===== src/rtl/logic_gate_unit.sv =====
// -----------------------------------------------------------------------------
// logic_gate_unit
//
// Pipelined bitwise logic unit. Each accepted beat applies one of eight gate
// functions across a WIDTH-bit vector. The result travels through a PIPE-stage
// registered pipeline and leaves with a valid/ready handshake. An accumulate
// mode folds successive A words through the selected gate using an internal
// accumulator (ACC). A wrapping counter reports how many beats were accepted.
//
// Parameters
//   WIDTH  operand/result width in bits (>= 1)
//   PIPE   pipeline depth = input-to-output latency in cycles (1..4)
//   CNT_W  width of the accepted-beat counter
//
// Ports
//   clk        clock, all state changes on the rising edge
//   rst_n      asynchronous active-low reset
//   in_valid   input beat valid
//   in_ready   unit can accept a beat this cycle
//   op         gate select, sampled with the beat
//   acc_en     beat belongs to an accumulate fold
//   acc_start  first beat of a fold (only meaningful with acc_en=1)
//   A, B       operands (B unused in accumulate mode)
//   out_valid  Y holds a valid result
//   out_ready  downstream accepts Y this cycle
//   Y          result
//   beat_cnt   count of accepted input beats, wraps
// -----------------------------------------------------------------------------
module logic_gate_unit #(
  parameter int WIDTH = 8,
  parameter int PIPE  = 2,
  parameter int CNT_W = 16
) (
  input  logic             clk,
  input  logic             rst_n,
  input  logic             in_valid,
  output logic             in_ready,
  input  logic [2:0]       op,
  input  logic             acc_en,
  input  logic             acc_start,
  input  logic [WIDTH-1:0] A,
  input  logic [WIDTH-1:0] B,
  output logic             out_valid,
  input  logic             out_ready,
  output logic [WIDTH-1:0] Y,
  output logic [CNT_W-1:0] beat_cnt
);

  typedef enum logic [2:0] {
    OP_AND  = 3'd0,
    OP_OR   = 3'd1,
    OP_NAND = 3'd2,
    OP_NOR  = 3'd3,
    OP_XOR  = 3'd4,
    OP_XNOR = 3'd5,
    OP_NOT  = 3'd6,
    OP_BUF  = 3'd7
  } op_e;

  function automatic logic [WIDTH-1:0] gate_fn(
    input op_e              sel,
    input logic [WIDTH-1:0] x,
    input logic [WIDTH-1:0] y
  );
    logic [WIDTH-1:0] res;
    case (sel)
      OP_AND:  res = x & y;
      OP_OR:   res = x | y;
      OP_NAND: res = ~(x & y);
      OP_NOR:  res = ~(x | y);
      OP_XOR:  res = x ^ y;
      OP_XNOR: res = ~(x ^ y);
      OP_NOT:  res = ~x;
      default: res = x;  // OP_BUF
    endcase
    return res;
  endfunction

  // ---------------------------------------------------------------------------
  // State
  // ---------------------------------------------------------------------------
  logic [PIPE-1:0][WIDTH-1:0] stg_data_q;
  logic [PIPE-1:0]            stg_vld_q;
  logic [WIDTH-1:0]           acc_q;
  logic [WIDTH-1:0]           acc_d;
  logic [CNT_W-1:0]           cnt_q;
  logic [CNT_W-1:0]           cnt_d;

  logic                       adv;
  logic                       accept;
  logic [WIDTH-1:0]           r_d;

  // The whole pipeline moves as one unit: it advances whenever the output
  // stage is empty or being drained. Bubbles are deliberately not squeezed
  // out during a stall so that every stage keeps a fixed position.
  assign out_valid = stg_vld_q[PIPE-1];
  assign Y         = stg_data_q[PIPE-1];
  assign adv       = out_ready | ~out_valid;
  assign in_ready  = adv;
  assign accept    = in_valid & in_ready;
  assign beat_cnt  = cnt_q;

  // Result computed at acceptance, plus the accumulator's next value.
  always_comb begin
    r_d   = gate_fn(op_e'(op), A, B);
    acc_d = acc_q;
    cnt_d = cnt_q;
    if (acc_en) begin
      if (acc_start) begin
        r_d = A;
      end else begin
        r_d = gate_fn(op_e'(op), acc_q, A);
      end
    end
    if (accept) begin
      cnt_d = cnt_q + CNT_W'(1);
      if (acc_en) begin
        acc_d = r_d;
      end
    end
  end

  always_ff @(posedge clk or negedge rst_n) begin
    if (!rst_n) begin
      acc_q <= '0;
      cnt_q <= '0;
    end else begin
      acc_q <= acc_d;
      cnt_q <= cnt_d;
    end
  end

  // Pipeline stages. Stage 0 captures a new result or a bubble; later stages
  // copy their predecessor. Bubble data is left as-is since it is never
  // observed with out_valid high.
  always_ff @(posedge clk or negedge rst_n) begin
    if (!rst_n) begin
      stg_data_q <= '0;
      stg_vld_q  <= '0;
    end else if (adv) begin
      stg_vld_q[0] <= accept;
      if (accept) begin
        stg_data_q[0] <= r_d;
      end
      for (int i = 1; i < PIPE; i++) begin
        stg_vld_q[i]  <= stg_vld_q[i-1];
        stg_data_q[i] <= stg_data_q[i-1];
      end
    end
  end

endmodule


===== config.mk =====
export PLATFORM = sky130hd
export DESIGN_NAME = logic_gate_unit
export DESIGN_NICKNAME = d
export VERILOG_FILES = /design/src/rtl/logic_gate_unit.sv
export SDC_FILE = /design/constraint.sdc
export NUM_CORES = 1
export LEC_CHECK = 0
export ABC_AREA = 1
export ABC_CLOCK_PERIOD_IN_PS = 2100
export CAP_MARGIN = 20
export CORE_UTILIZATION = 65
export CTS_BUF_LIST = sky130_fd_sc_hd__clkbuf_8
export CTS_CLUSTER_DIAMETER = 150
export CTS_CLUSTER_SIZE = 25
export DETAILED_ROUTE_END_ITERATION = 12
export DONT_BUFFER_PORTS = 1
export PLACE_DENSITY = 0.9
export SYNTH_ARGS = -nofsm -noshare
export SYNTH_HDL_FRONTEND = slang
export SYNTH_SLANG_ARGS = --single-unit

===== constraint.sdc =====
create_clock -name clk -period 2.1 [get_ports clk]
set_clock_uncertainty 0.1 [all_clocks]
set_input_delay 0.315 -clock clk [delete_from_list [all_inputs] [get_ports clk]]
set_output_delay 0.315 -clock clk [all_outputs]
set_load 0.01 [all_outputs]

Word level (Yosys, flattened, before mapping)
Cells that the tools add are included.
- bits of input ports: 25
- word-level logic and storage cells: 36
- bits in registers: 42
- output and inout port bits: 26
- muxes and demuxes: 4
- reduce and logical (&&, ||, !) cells: 3
- bitwise operators: 17
- add/sub/neg operators: 1
- equal/unequal tests: 6
- operators with widths (operator ; number):
    $pmux W8 S7 ; 2
    $not A8 Y8 ; 8
    $add A16 B1 Y16 const B ; 1
    $and A8 B8 Y8 ; 2
    $mux W8 ; 2
    $or A8 B8 Y8 ; 2
    $xor A8 B8 Y8 ; 2
    $eq A3 B3 Y1 const B ; 3
    $eq A3 B2 Y1 const B ; 2
    $reduce_and A2 Y1 ; 2
    $eq A3 B1 Y1 const B ; 1
    $logic_not A3 Y1 ; 1
    $and A1 B1 Y1 ; 1
    $not A1 Y1 ; 1
    $or A1 B1 Y1 ; 1

Longest topological paths before layout
Gate-level depths: netlist (run 1).
- word-level depth: 5
- mapped depth: 12
- mapped depth without buffers: 11

Least setup slack after synthesis (run 1)
OpenSTA, ideal clock, no wires.
- path kind: flip-flop to output port
- start: reg stg_vld_q[1]
- end: out in_ready
- path buffers: 2
- cell stages (with the launch flop): 4
- slack: 584 ps
- required time: 1685 ps
- arrival time: 1101 ps
- cell sequence: dfrtp_1 > nand2_1 > clkbuf_1 > clkbuf_1
- cells in the longest elaborated chain, start to end: 2
- RTL lines (element ; line ; RTL):
    start, declared ; 83 ; logic [PIPE-1:0] stg_vld_q;
    start signal, assigned by index ; 146 ; stg_vld_q[i] <= stg_vld_q[i-1];
    $not A1 Y1 ; 98 ; assign adv = out_ready | ~out_valid;
    $or A1 B1 Y1 ; 98 ;
    end, declared ; 37 ; output logic in_ready,
Every way passes these cells.

Worst setup path in the final report (run 1)
- start: reg stg_vld_q[1]
- end: reg cnt_q[15], in the netlist beat_cnt[15]
- cells in the longest elaborated chain, start to end: 3
- RTL lines (element ; line ; RTL):
    $not A1 Y1 ; 98 ;
    $or A1 B1 Y1 ; 98 ;
    $and A1 B1 Y1 ; 100 ; assign accept = in_valid & in_ready;
    end signal, assigned ; 129 ; cnt_q <= cnt_d;
    end, declared ; 86 ; logic [CNT_W-1:0] cnt_q;
Every way passes these cells.
A chain may end at the register's enable or synchronous reset.

==> results of run 1 <==
==> worst reg2reg max path: cells and delay by family (launching register included) <==
| family | cells | cell delay, ns |
|---|---|---|
| simple gates | 8 | 1.12 |
| flops | 1 | 0.42 |
==> stage by stage <==
step                std cells  hold slack (ns)  worst slack, ns  power (mW)
finish                    639            0.138            0.350        2.49
global route              639            0.138            0.176        2.66
CTS                       639            0.132            0.362        2.48
detailed placement        629          -0.0801            0.350        1.94
global placement          629          -0.0799            0.379        1.89
floorplan                 578          -0.0806            0.584        1.81
==> sequential cells by signal (all words and copies together), names as in the netlist <==
register and cells:
Y 8, stg_data_q 8, acc_q 8, beat_cnt 16, stg_vld_q 2
==> routing by layer <==
metal | GRT usage [%] | vias up | part of all wire [%] | routed length (um)
met2 | 51.4 | 150 | 48 | 4300
met1 | 40.3 | 1636 | 42 | 3730
met3 | 6.47 | 28 | 7.2 | 649
met4 | 12.5 | 0 | 3.4 | 301
li1 | - | 1759 | - | -
met5 | 0 | - | 0 | 0
==> power by group through the flow <==
stage	Clock [mW]	Combinational (mW)	Sequential, mW
detailed placement	0	0.714	1.22
CTS	0.531	0.745	1.20
global route	0.572	0.864	1.22
finish	0.532	0.752	1.20
global placement	0	0.675	1.21
floorplan	0	0.671	1.14
==> final timing paths <==
check / end / slack, ns / cells after the start
hold reg to reg: stg_vld_q[1] / 0.36 / 2
setup / recovery: beat_cnt[15] / 0.35 / 8
setup reg to reg: beat_cnt[15] / 0.35 / 8
max in group asynchronous: acc_q[3] / 1.31 / 2
min in group asynchronous: beat_cnt[1] / 0.38 / 2
hold / removal: acc_q[4] / 0.14 / 3
==> cell type report <==
cell class                 count  share of cell area [%]
multi-input combinational    414                    56.2
tap                           72                    2.36
clock buffer                   6                    2.17
timing repair buffer          10                    2.36
sequential                    42                    27.6
inverter                      93                    9.15
clock inverter                 2                   0.230
==> cells by family (layout without fill, tap and decap cells) <==
kind of cell | count (synthesis) | after routing | synth area share [%]
xor+xnor | 12 | 12 | 2.82
compound gates | 51 | 51 | 6.84
simple gates | 318 | 318 | 36.7
flops | 42 | 42 | 28.2
fa+ha+maj | 33 | 33 | 11.1
buf+inv | 122 | 111 | 14.4
==> placed cells by master, fill, tap and decap left out, drive strengths merged <==
cell / n
buf: 9
dlygate4sd3: 1
xnor2: 7
inv: 93
clkbuf: 6
nor2: 65
ha: 33
o21ai: 19
nand4: 13
nand2: 174
nand3b: 8
clkinv: 2
dfrtp: 42
nor3: 3
nand3: 55
a21oi: 32
xor2: 5
==> timing repair <==
item / 4_1_cts / 5_1_grt
hold endpoints to repair: 42 / 0
setup endpoints to repair: 0 / 0
hold buffers: 2 / 0
==> results_dict.tcl, run 1 <==
set metrics [dict create \
    post_synth_inst_count 578 \
    ys_top_cells_by_count "nand2_1 (172), inv_1 (88), nor2_1 (59), nand3_1 (55), dfrtp_1 (42)" \
    cts_setup_buffers 0 \
    synth.distinct_cells 24 \
    die_w_um 77.8 \
    dr.first_iter.drc_count 329 \
    pwr-share-clk_pct 21.4 \
    first_pass_iters 5 \
    io_pins 51 \
    hold_viol 0 \
    clockRootBuffer "clkbuf_8" \
    power.density_nw_per_um2 652 \
    post-synth-top-area-cell "dfrtp_1" \
    cts_made_buffers 5 \
    place_area_um2 3690 \
    grt_pass1_vias 3367 \
    max_freq_mhz 572 \
    grt_pass1_wl_um 15200 \
    num-fill-cells 459 \
    critPathBufInv 0 \
    die-height_um 77.8 \
    clock_path_buffers 2 \
    worst_r2r_startpoint "stg_vld_q[1]" \
    grt_setup_unrepaired "false" \
    hp-class "input pin to flop" \
    synthArstFlopShare_pct 100 \
    core_um2 5510 \
    grt_max_degree 45 \
    path_cells "nand2_1 -> nand2_2 -> nor2_1 -> nand4_1 -> nor2_2 -> nand2_1 -> nand2_1 -> nand2_1" \
    relSlewSlack_pct 59.4 \
    setup_viol 0 \
    multiInputGateArea_um2 2140 \
    grt_usage_pct 31.3 \
    status "finished, final reports clean" \
    synth_top_area_share_pct 28.2 \
    wirelength_um 8980 \
    design_area_um2 3810 \
    seq_area_frac_synth_pct 28.2 \
    syn_area_um2 3730 \
    critPathKind "flop to flop" \
    slew_viol_final 0 \
    die_area_um2 6050 \
    worstPathRequired_ns 2.19 \
    timing.critical_path.slowest_cell_delay_ns 0.42 \
    htreeDepth 2 \
    peakVddDrop_mv 0.548 \
    p_seq_share_pct 48.4 \
    antenna_found_initial 0 \
    finalCritPeriodShare_pct 83.3 \
    syn_nets 636 \
    ys_top_cells_by_area "dfrtp_1 (28%), nand2_1 (17%), ha_1 (11%)" \
    diodes 0 \
    cp_top_family "simple AND/OR/NAND/NOR gates" \
    ant_nets 0 \
    post_cts_resized 0 \
    post-synth-top-count-cell "nand2_1" \
    final_util_pct 69.3 \
    worstSetupEndpointType "flop" \
    cp_slowest_cell "dfrtp_1" \
    final_layout_size_suffix_gt1_share_pct 5.29 \
    clock-sinks 42 \
    arrival_ns 1.84 \
    port_buffers 0 \
    gp_congestion 0.889 \
    crit_fanout 6 \
    p_leak_nw 2.23 \
    cts_tree "done" \
    areaGrowthSynthToFinish_pct 2.21 \
    rows 27 \
    clkTransAtPathRegs_ns 0.08 \
    switchingPower_mw 0.963 \
    yosysWarnings 0 \
    regArea_um2 1050 \
    vias_per_cell 5.59 \
    critical_path.startpoint "stg_vld_q[1]" \
    path_common_cell "nand2_1" \
    insertion_delay_ns 0.29 \
    syn_avg_cell_area_um2 6.46 \
    worst_pin_slew_ns 0.606 \
    synth_edf_count 0 \
    nets 624 \
    synth_ff_type "dfrtp_1" \
    synth_seq_cells 42 \
    p_int_mw 1.53 \
    period_needed_ns 1.75 \
    drcViolationCount 0 \
    vias 3573 \
    dp_hpwl_um 6500 \
    overflow 0 \
    start_util_pct 67.8 \
    wire_per_inst_um 14.0 \
    p_comb_share_pct 30.2 \
    swShare_pct 38.7 \
    hold_start "acc_start" \
    cap_violations 0 \
    tns_ns 0 \
    crit_path_start_kind "flop" \
]
(Power assumes the default switching activity.)
==> run 2: changes to the inputs <==
- ABC_CLOCK_PERIOD_IN_PS: 2100 -> 1700
- clock period: 2.1 -> 1.7 ns (I/O delays scaled with it)
==> run 2 against run 1 <==
  * Clock-buffer cell count decreased by 1
  * Final cell count rose by 1.4%
  * First-iteration DRC count is 3.6% lower
  * Critical path type unchanged
==> results_dict.tcl, run 2 (same netlist as run 1, synthesis figures left out) <==
set metrics [dict create \
    status "finished, final reports clean" \
    cp_slowest_cell "dfrtp_1" \
    die_area_um2 6050 \
    grt_pass1_wl_um 15300 \
    final_layout_size_suffix_gt1_share_pct 7.64 \
    htreeDepth 2 \
    insertion_delay_ns 0.30 \
    port_buffers 0 \
    hold_viol 0 \
    clkTransAtPathRegs_ns 0.08 \
    p_leak_nw 2.27 \
    dr.first_iter.drc_count 317 \
    gp_congestion 0.915 \
    wire_per_inst_um 14.8 \
    drcViolationCount 0 \
    path_cells "nand2_1 -> nand2_2 -> nor2_2 -> clkinv_1 -> buf_4 -> nand2_1 -> nand2_1" \
    core_um2 5510 \
    worst_pin_slew_ns 0.856 \
    max_freq_mhz 635 \
    start_util_pct 67.8 \
    hold_start "acc_start" \
    cts_made_buffers 5 \
    vias 3675 \
    vias_per_cell 5.67 \
    finalCritPeriodShare_pct 92.6 \
    antenna_found_initial 0 \
    slew_viol_final 0 \
    dp_cells 638 \
    clockRootBuffer "clkbuf_8" \
    critPathKind "flop to flop" \
    arrival_ns 1.67 \
    peakVddDrop_mv 0.575 \
    die-height_um 77.8 \
    clock-sinks 42 \
    hp-class "input pin to flop" \
    largest_register_ffs 16 \
    timing.critical_path.slowest_cell_delay_ns 0.38 \
    grt_pass1_vias 3314 \
    first_pass_iters 5 \
    cap_violations 0 \
    nets 634 \
    clock_path_buffers 2 \
    grt_max_degree 45 \
    layout_commonest_cell "nand2_1" \
    die_w_um 77.8 \
    grt_usage_pct 32.4 \
    period_needed_ns 1.57 \
    areaGrowthSynthToFinish_pct 4.56 \
    relSlewSlack_pct 42.8 \
    worstSetupEndpointType "flop" \
    worst_r2r_startpoint "stg_vld_q[1]" \
    final_cell_mix "nand2_1 (171), inv_1 (86), nor2_1 (59)" \
    fin_hold_ws_ns 0.0664 \
    rows 27 \
    diodes 0 \
    fin_cells 648 \
    crit_path_start_kind "flop" \
    wirelength_um 9600 \
    ant_nets 0 \
    dp_hpwl_um 6720 \
    io_pins 51 \
    critical_path.startpoint "stg_vld_q[1]" \
    power.density_nw_per_um2 802 \
    path_common_cell "nand2_1" \
    num-fill-cells 468 \
    worstPathRequired_ns 1.79 \
    crit_fanout 7 \
    setup_viol 0 \
    cts_tree "done" \
    overflow 0 \
]
run 2: changes by cell type in the layout (fill, tap and decap cells not counted), moves of 2 or more:
cell	delta
inv_2	+2
nor2_2	-2
inv_1	-3
nor2_4	+2
buf_4	+10
run 2: repair_timing:
item                                    in CTS  in global routing
setup buffers                                0                  1
hold buffers                                 2                  0
gates resized for setup                      0                  6
endpoints found under the setup margin       0                 13
endpoints found under the hold margin       42                  0
run 2: per-stage QoR:
step           power [mW]  setup TNS (ns)  setup slack (ns)  util, %  area (um2)
3_3_place_gp         2.37               0            0.0742     68.3        3760
2_1_floorplan        2.24               0             0.221        -        3730
5_1_grt              3.34        -0.00347          -0.00347     70.8        3900
6_report             3.13               0             0.126     70.8        3900
4_1_cts              3.09               0            0.0356     70.3        3870
3_5_place_dp         2.43               0            0.0294     68.3        3760
run 2: path summary, 6_finish.rpt:
kind                            endpoint  slack [ns]  cells past startpoint
min                             acc_q[1]        0.07                      3
min in group asynchronous    beat_cnt[1]        0.31                      2
max in group asynchronous  stg_data_q[2]        0.98                      2
min reg2reg                 stg_vld_q[1]        0.38                      2
max reg2reg                     acc_q[0]        0.13                      7
max                             acc_q[0]        0.13                      7
run 2: power breakdown:
group | internal [mW] | switching [mW]
combinational | 0.397 | 0.646
sequential | 1.21 | 0.239
clock | 0.276 | 0.357
run 2: final cells by class:
| cell class | count | area [um2] | area share, % |
|---|---|---|---|
| clock buffer | 5 | 68.8 | 1.76 |
| inverter | 93 | 349 | 8.95 |
| tap | 72 | 90.1 | 2.31 |
| sequential | 42 | 1050 | 26.9 |
| clock inverter | 2 | 10.0 | 0.257 |
| multi-input combinational | 414 | 2170 | 55.5 |
| timing repair buffer | 20 | 165 | 4.23 |
run 2: layer usage:
metal  routed length (um)  track usage (%)
met1                 3910             39.2
met2                 4510             54.4
met3                  853             7.88
met4                  324             14.3
met5                    0                0
run 2: critical path, delay by kind of cell (launching register included):
| kind | cells | cell delay, ns |
|---|---|---|
| DFF | 1 | 0.38 |
| and+or+nand+nor | 5 | 0.48 |
| buffers and inverters | 2 | 0.51 |
